<file path="src/rtl/muldiv_pkg.sv">
// Shared definitions for the muldiv scheduler slice.
//   - RV32M funct3 encodings for the multiply/divide operations
//   - scheduler FSM state type
//   - default operand/result width and tag width
package muldiv_pkg;

  localparam int unsigned OP_LN_DEFAULT = 32;
  localparam int unsigned TAG_W_DEFAULT = 4;

  localparam logic [2:0] MUL    = 3'b000;
  localparam logic [2:0] MULH   = 3'b001;
  localparam logic [2:0] MULHSU = 3'b010;
  localparam logic [2:0] MULHU  = 3'b011;
  localparam logic [2:0] DIV    = 3'b100;
  localparam logic [2:0] DIVU   = 3'b101;
  localparam logic [2:0] REM    = 3'b110;
  localparam logic [2:0] REMU   = 3'b111;

  typedef enum logic [1:0] {
    IDLE  = 2'd0,
    ISSUE = 2'd1,
    WAIT  = 2'd2,
    RESP  = 2'd3
  } state_t;

endpackage

</file>
<file path="src/rtl/muldiv_rr_arb.sv">
// Two-way round-robin arbiter.
//   clk, rst : clock, synchronous active-high reset
//   valid    : request valid per requester (bit N = requester N)
//   accept   : the granted request was taken this cycle
//   grant    : one-hot grant (all zero when nothing is valid)
// A lone valid requester always wins; on contention the pointer decides.
// After every acceptance the pointer favours the requester that was not taken.
module muldiv_rr_arb (
  input  logic       clk,
  input  logic       rst,
  input  logic [1:0] valid,
  input  logic       accept,
  output logic [1:0] grant
);

  logic ptr;

  always_comb begin
    grant = '0;
    unique case (valid)
      2'b01:   grant = 2'b01;
      2'b10:   grant = 2'b10;
      2'b11:   grant = ptr ? 2'b10 : 2'b01;
      default: grant = '0;
    endcase
  end

  // Taking requester 0 hands priority to 1 and vice versa.
  always_ff @(posedge clk) begin
    if (rst) begin
      ptr <= 1'b0;
    end else if (accept) begin
      ptr <= grant[0];
    end
  end

endmodule

</file>
<file path="src/rtl/muldiv_sched.sv">
// Scheduler sharing one multi-cycle muldiv unit between two requesters.
//   clk, rst                 : clock, synchronous active-high reset
//   reqN_valid/ready         : request handshake, requester N (N = 0, 1)
//   reqN_op1/op2/funct3/tag  : request payload
//   respN_valid/ready        : response handshake, requester N
//   respN_result/tag         : response payload (don't-care while not valid)
//   flush                    : kill the in-flight operation, no response
//   md_op1/op2/funct3        : operands/operation to the muldiv unit
//   md_start, md_ack         : single-cycle start and result-acknowledge pulses
//   md_result, md_done       : result from the unit, done held until md_ack
// One operation is in flight at a time: IDLE -> ISSUE -> WAIT -> RESP -> IDLE.
module muldiv_sched
  import muldiv_pkg::*;
#(
  parameter int unsigned OP_LN = OP_LN_DEFAULT,
  parameter int unsigned TAG_W = TAG_W_DEFAULT
) (
  input  logic             clk,
  input  logic             rst,
  input  logic             req0_valid,
  output logic             req0_ready,
  input  logic [OP_LN-1:0] req0_op1,
  input  logic [OP_LN-1:0] req0_op2,
  input  logic [2:0]       req0_funct3,
  input  logic [TAG_W-1:0] req0_tag,
  input  logic             req1_valid,
  output logic             req1_ready,
  input  logic [OP_LN-1:0] req1_op1,
  input  logic [OP_LN-1:0] req1_op2,
  input  logic [2:0]       req1_funct3,
  input  logic [TAG_W-1:0] req1_tag,
  output logic             resp0_valid,
  input  logic             resp0_ready,
  output logic [OP_LN-1:0] resp0_result,
  output logic [TAG_W-1:0] resp0_tag,
  output logic             resp1_valid,
  input  logic             resp1_ready,
  output logic [OP_LN-1:0] resp1_result,
  output logic [TAG_W-1:0] resp1_tag,
  input  logic             flush,
  output logic [OP_LN-1:0] md_op1,
  output logic [OP_LN-1:0] md_op2,
  output logic [2:0]       md_funct3,
  output logic             md_start,
  output logic             md_ack,
  input  logic [OP_LN-1:0] md_result,
  input  logic             md_done
);

  state_t state, state_next;
  logic   kill;

  logic [1:0] valid;
  logic [1:0] grant;
  logic       accept;
  logic       resp_fire;

  logic [OP_LN-1:0] op1_q;
  logic [OP_LN-1:0] op2_q;
  logic [OP_LN-1:0] res_q;
  logic [2:0]       f3_q;
  logic [TAG_W-1:0] tag_q;
  logic             id_q;

  assign valid = {req1_valid, req0_valid};

  muldiv_rr_arb u_arb (
    .clk    (clk),
    .rst    (rst),
    .valid  (valid),
    .accept (accept),
    .grant  (grant)
  );

  assign accept    = !rst && (state == IDLE) && !flush && |(valid & grant);
  assign resp_fire = id_q ? resp1_ready : resp0_ready;

  // State register and kill flag.
  always_ff @(posedge clk) begin
    if (rst) begin
      state <= IDLE;
      kill  <= 1'b0;
    end else begin
      state <= state_next;
      if (state_next == IDLE) begin
        kill <= 1'b0;
      end else if (flush && (state == ISSUE || state == WAIT)) begin
        kill <= 1'b1;
      end
    end
  end

  // Next-state logic. A flush on the md_done cycle itself counts as a kill.
  always_comb begin
    state_next = state;
    unique case (state)
      IDLE:  if (accept) state_next = ISSUE;
      ISSUE: state_next = WAIT;
      WAIT:  if (md_done) state_next = (kill || flush) ? IDLE : RESP;
      RESP:  if (flush || resp_fire) state_next = IDLE;
      default: state_next = IDLE;
    endcase
  end

  // Output logic; every handshake/pulse output is forced low while rst is high.
  always_comb begin
    req0_ready  = 1'b0;
    req1_ready  = 1'b0;
    resp0_valid = 1'b0;
    resp1_valid = 1'b0;
    md_start    = 1'b0;
    md_ack      = 1'b0;
    if (!rst) begin
      unique case (state)
        IDLE: begin
          req0_ready = !flush && grant[0];
          req1_ready = !flush && grant[1];
        end
        ISSUE: md_start = 1'b1;
        WAIT:  md_ack   = md_done;
        RESP: begin
          resp0_valid = !flush && !id_q;
          resp1_valid = !flush &&  id_q;
        end
        default: ;
      endcase
    end
  end

  // Payload registers: no reset needed, only read under a valid state.
  always_ff @(posedge clk) begin
    if (accept) begin
      op1_q <= grant[1] ? req1_op1    : req0_op1;
      op2_q <= grant[1] ? req1_op2    : req0_op2;
      f3_q  <= grant[1] ? req1_funct3 : req0_funct3;
      tag_q <= grant[1] ? req1_tag    : req0_tag;
      id_q  <= grant[1];
    end
    if (state == WAIT && md_done) begin
      res_q <= md_result;
    end
  end

  assign md_op1       = op1_q;
  assign md_op2       = op2_q;
  assign md_funct3    = f3_q;
  assign resp0_result = res_q;
  assign resp0_tag    = tag_q;
  assign resp1_result = res_q;
  assign resp1_tag    = tag_q;

endmodule

</file>
<file path="config.mk">
export PLATFORM = sky130hd
export DESIGN_NAME = muldiv_sched
export DESIGN_NICKNAME = d
export VERILOG_FILES = /design/src/rtl/muldiv_pkg.sv /design/src/rtl/muldiv_rr_arb.sv /design/src/rtl/muldiv_sched.sv
export SDC_FILE = /design/constraint.sdc
export NUM_CORES = 1
export LEC_CHECK = 0
export ABC_AREA = 1
export CAP_MARGIN = 10
export CORE_MARGIN = 8
export CORE_UTILIZATION = 35
export DETAILED_ROUTE_END_ITERATION = 6
export GPL_TIMING_DRIVEN = 0
export PLACE_DENSITY = 0.9
export SLEW_MARGIN = 20
export SYNTH_ARGS = -nofsm -noshare
export SYNTH_HDL_FRONTEND = slang
export SYNTH_SLANG_ARGS = --single-unit
</file>
<file path="constraint.sdc">
create_clock -name clk -period 7.52 [get_ports clk]
set_input_delay 2.256 -clock clk [delete_from_list [all_inputs] [get_ports clk]]
set_output_delay 2.256 -clock clk [all_outputs]
set_load 0.01 [all_outputs]
</file>
==> flow_summary.json <==
{
  "yosysSeqAreaShare_pct": 68.9,
  "crit_slowest_cell": "clkdlybuf4s50_1",
  "drc": 0,
  "dr.pass1.iters": 4,
  "grt_first_pass_wirelength_um": 26200,
  "cts.sinks": 108,
  "worst_slack_ns": 1.17,
  "seqPwrFrac_pct": 47.6,
  "post-place-ws_ns": 1.17,
  "drv_slew": 0,
  "io_buffers": 326,
  "crit_fanout": 6,
  "placed_cells": 937,
  "post_dp_cell_area_um2": 8250,
  "final_nets": 959,
  "syn_area_um2": 4650,
  "io_pins": 327,
  "cts_tree": "built",
  "status": "finished clean",
  "intPower_mw": 1.16,
  "min_path_cells": 2,
  "p_sw_share_pct": 25.3,
  "postCtsHoldBufs": 0,
  "hold_path_class": "reg -> reg",
  "worst_pin_slew_ns": 0.693,
  "grt.overflow.total": 0,
  "critPathLaunchType": "input port",
  "final_core_util_pct": 65.1,
  "dp_hpwl_um": 14500,
  "die_h_um": 131,
  "core-area_um2": 13100,
  "layout.cells.non_filler": 953,
  "p_per_area_nw_per_um2": 182,
  "comb_power_share_pct": 24.1,
  "drive_above_1_share_pct": 8.62,
  "yosysUniqueCellTypes": 18,
  "final_antenna_net_count": 0,
  "cts_root_buffer": "clkbuf_16",
  "crit_chain": "clkdlybuf4s50_1 > inv_1 > nand3_1 > a21oi_4 > inv_1 > nor2_1 > clkdlybuf4s50_1",
  "avgViaCountPerCell": 4.41,
  "fin_area_um2": 8510,
  "die-area_um2": 17200,
  "worstSkewPairLatency_ns": 0.34,
  "cp_data_required_time_ns": 5.26,
  "tritoncts.num_buffers": 9,
  "fin_skew_ns": 0.0112,
  "syn_avg_cell_area_um2": 10.8,
  "fp-row-count": 42,
  "reg2reg_depth": 7,
  "grt_use_total_pct": 19.9,
  "grt_max_degree": 33,
  "post_cts_buffers": 0,
  "max_slew_margin_pct": 53.7,
  "first_global_vias": 4408,
  "clock_path_buffers": 2,
  "syn-num-nets": 618,
  "ys_ff_latch": 108,
  "ys_warn_count": 0,
  "fin_crit_ns": 6.35,
  "hold_ws_ns": 0.518,
  "start_util_pct": 35.5,
  "clk_pin_slew_worst_paths_ns": 0.07,
  "wirelength_um": 17500,
  "antenna_found_initial": 0,
  "finalHoldViolations": 0,
  "vias": 4202,
  "arrival_ns": 4.10,
  "p_clk_share_pct": 28.4,
  "gp_congestion": 0.826,
  "cts_resized": 0,
  "power.total_mw": 1.55,
  "die_w_um": 131,
  "diodes": 0,
  "end_kind": "output port",
  "power_leakage_nw": 3.46,
  "drt_iter0_drc": 151,
  "crit_path_max_incr_delay_ns": 0.54,
  "fin_setup_tns_ns": 0,
  "vdd_drop_max_uv": 89.0,
  "path_class": "in -> out",
  "finalSetupViolCount": 0,
  "syn2layout_area_growth_pct": 83.3,
  "rsz0062_at_grt": "no",
  "wire_per_inst_um": 18.3,
  "p_switching_uw": 392,
  "h-tree-depth": 3,
  "fmax_mhz": 157,
  "syn-instance-count": 431,
  "cap_viol_max_count": 0,
  "fin_crit_sh_pct": 84.5
}
==> worst max-delay path: cells and delay by family <==
kind                   cells  cell delay (ns)
AOI/OAI and AO/OA          1             0.32
buffers and inverters      4             1.29
and+or+nand+nor            2             0.22
==> cells in the final DEF (no fill, tap or decap), types with 2 or more instances in the layout <==
cell type and n:
clkdlybuf4s50_1 326, nand2_1 226, edfxtp_1 104, buf_4 36, inv_1 16, clkbuf_16 9
buf_2 8, clkbuf_1 7, nor2_1 7, nand3_1 5, ha_1 5, a21oi_1 4
dfxtp_1 4, buf_16 4, inv_2 3, a21oi_4 2, nor4_1 2, clkinv_2 2
==> sequential cells by signal, indices dropped and copies added, names as in the netlist <==
name and cells:
resp0_tag 4, md_funct3 3, md_op2 32, md_op1 32
kill 1, resp0_result 32, state 2, id_q 1
u_arb.ptr 1
==> power by group through the flow <==
stage          sequential (mW)  combinational, mW  clock, mW
5_1_grt                  0.743              0.405      0.469
3_3_place_gp             0.755              0.348          0
6_report                 0.738              0.374      0.440
3_5_place_dp             0.752              0.377          0
2_1_floorplan            0.774              0.107          0
4_1_cts                  0.739              0.379      0.450
==> cell families after synthesis <==
| kind of cell | after synthesis | share of synthesized area (%) |
|---|---|---|
| adder cells (fa/ha/maj) | 5 | 1.35 |
| AND/OR/NAND/NOR | 241 | 19.8 |
| buffers and inverters | 69 | 8.70 |
| AO/OA/AOI/OAI | 8 | 1.24 |
| flip-flops | 108 | 68.9 |
==> layer usage <==
layer	track usage, %	up-vias	share of wire [%]
li1	-	2048	-
met1	20.4	1879	36
met2	36.2	240	53
met3	6.33	35	8.3
met4	9.10	0	3.4
met5	0	-	0
==> path summary, 6_finish.rpt <==
| path | to | startpoint | slack, ns |
|---|---|---|---|
| setup / recovery | req1_ready | rst | 1.17 |
| hold / removal | u_arb.ptr | u_arb.ptr | 0.52 |
| setup reg to reg | md_op1[8] | state[0] | 5.56 |
| hold reg to reg | u_arb.ptr | u_arb.ptr | 0.52 |
==> layout make-up <==
cell class	count	area [µm²]
buffer	50	333
clock buffer	10	229
clock inverter	6	38.8
fill	973	4570
inverter	19	71.3
multi-input combinational	254	1050
sequential	108	3200
tap	176	220
timing repair buffer	330	3370
==> synth_stat cells <==
cell / instances / area [µm²]
nand2_1: 226 / 848
edfxtp_1: 104 / 3120
buf_4: 36 / 270
inv_1: 17 / 63.8
buf_2: 8 / 40.0
nor2_1: 7 / 26.3
clkbuf_1: 6 / 22.5
ha_1: 5 / 62.6
nand3_1: 5 / 25.0
a21oi_1: 4 / 20.0
dfxtp_1: 4 / 80.1
inv_2: 2 / 7.51
nor4_1: 2 / 12.5
a21oi_2: 1 / 8.76
a21oi_4: 1 / 16.3
nand4_1: 1 / 6.26
o211ai_1: 1 / 7.51
o21ai_0: 1 / 5.00
(Power assumes the default switching activity.)
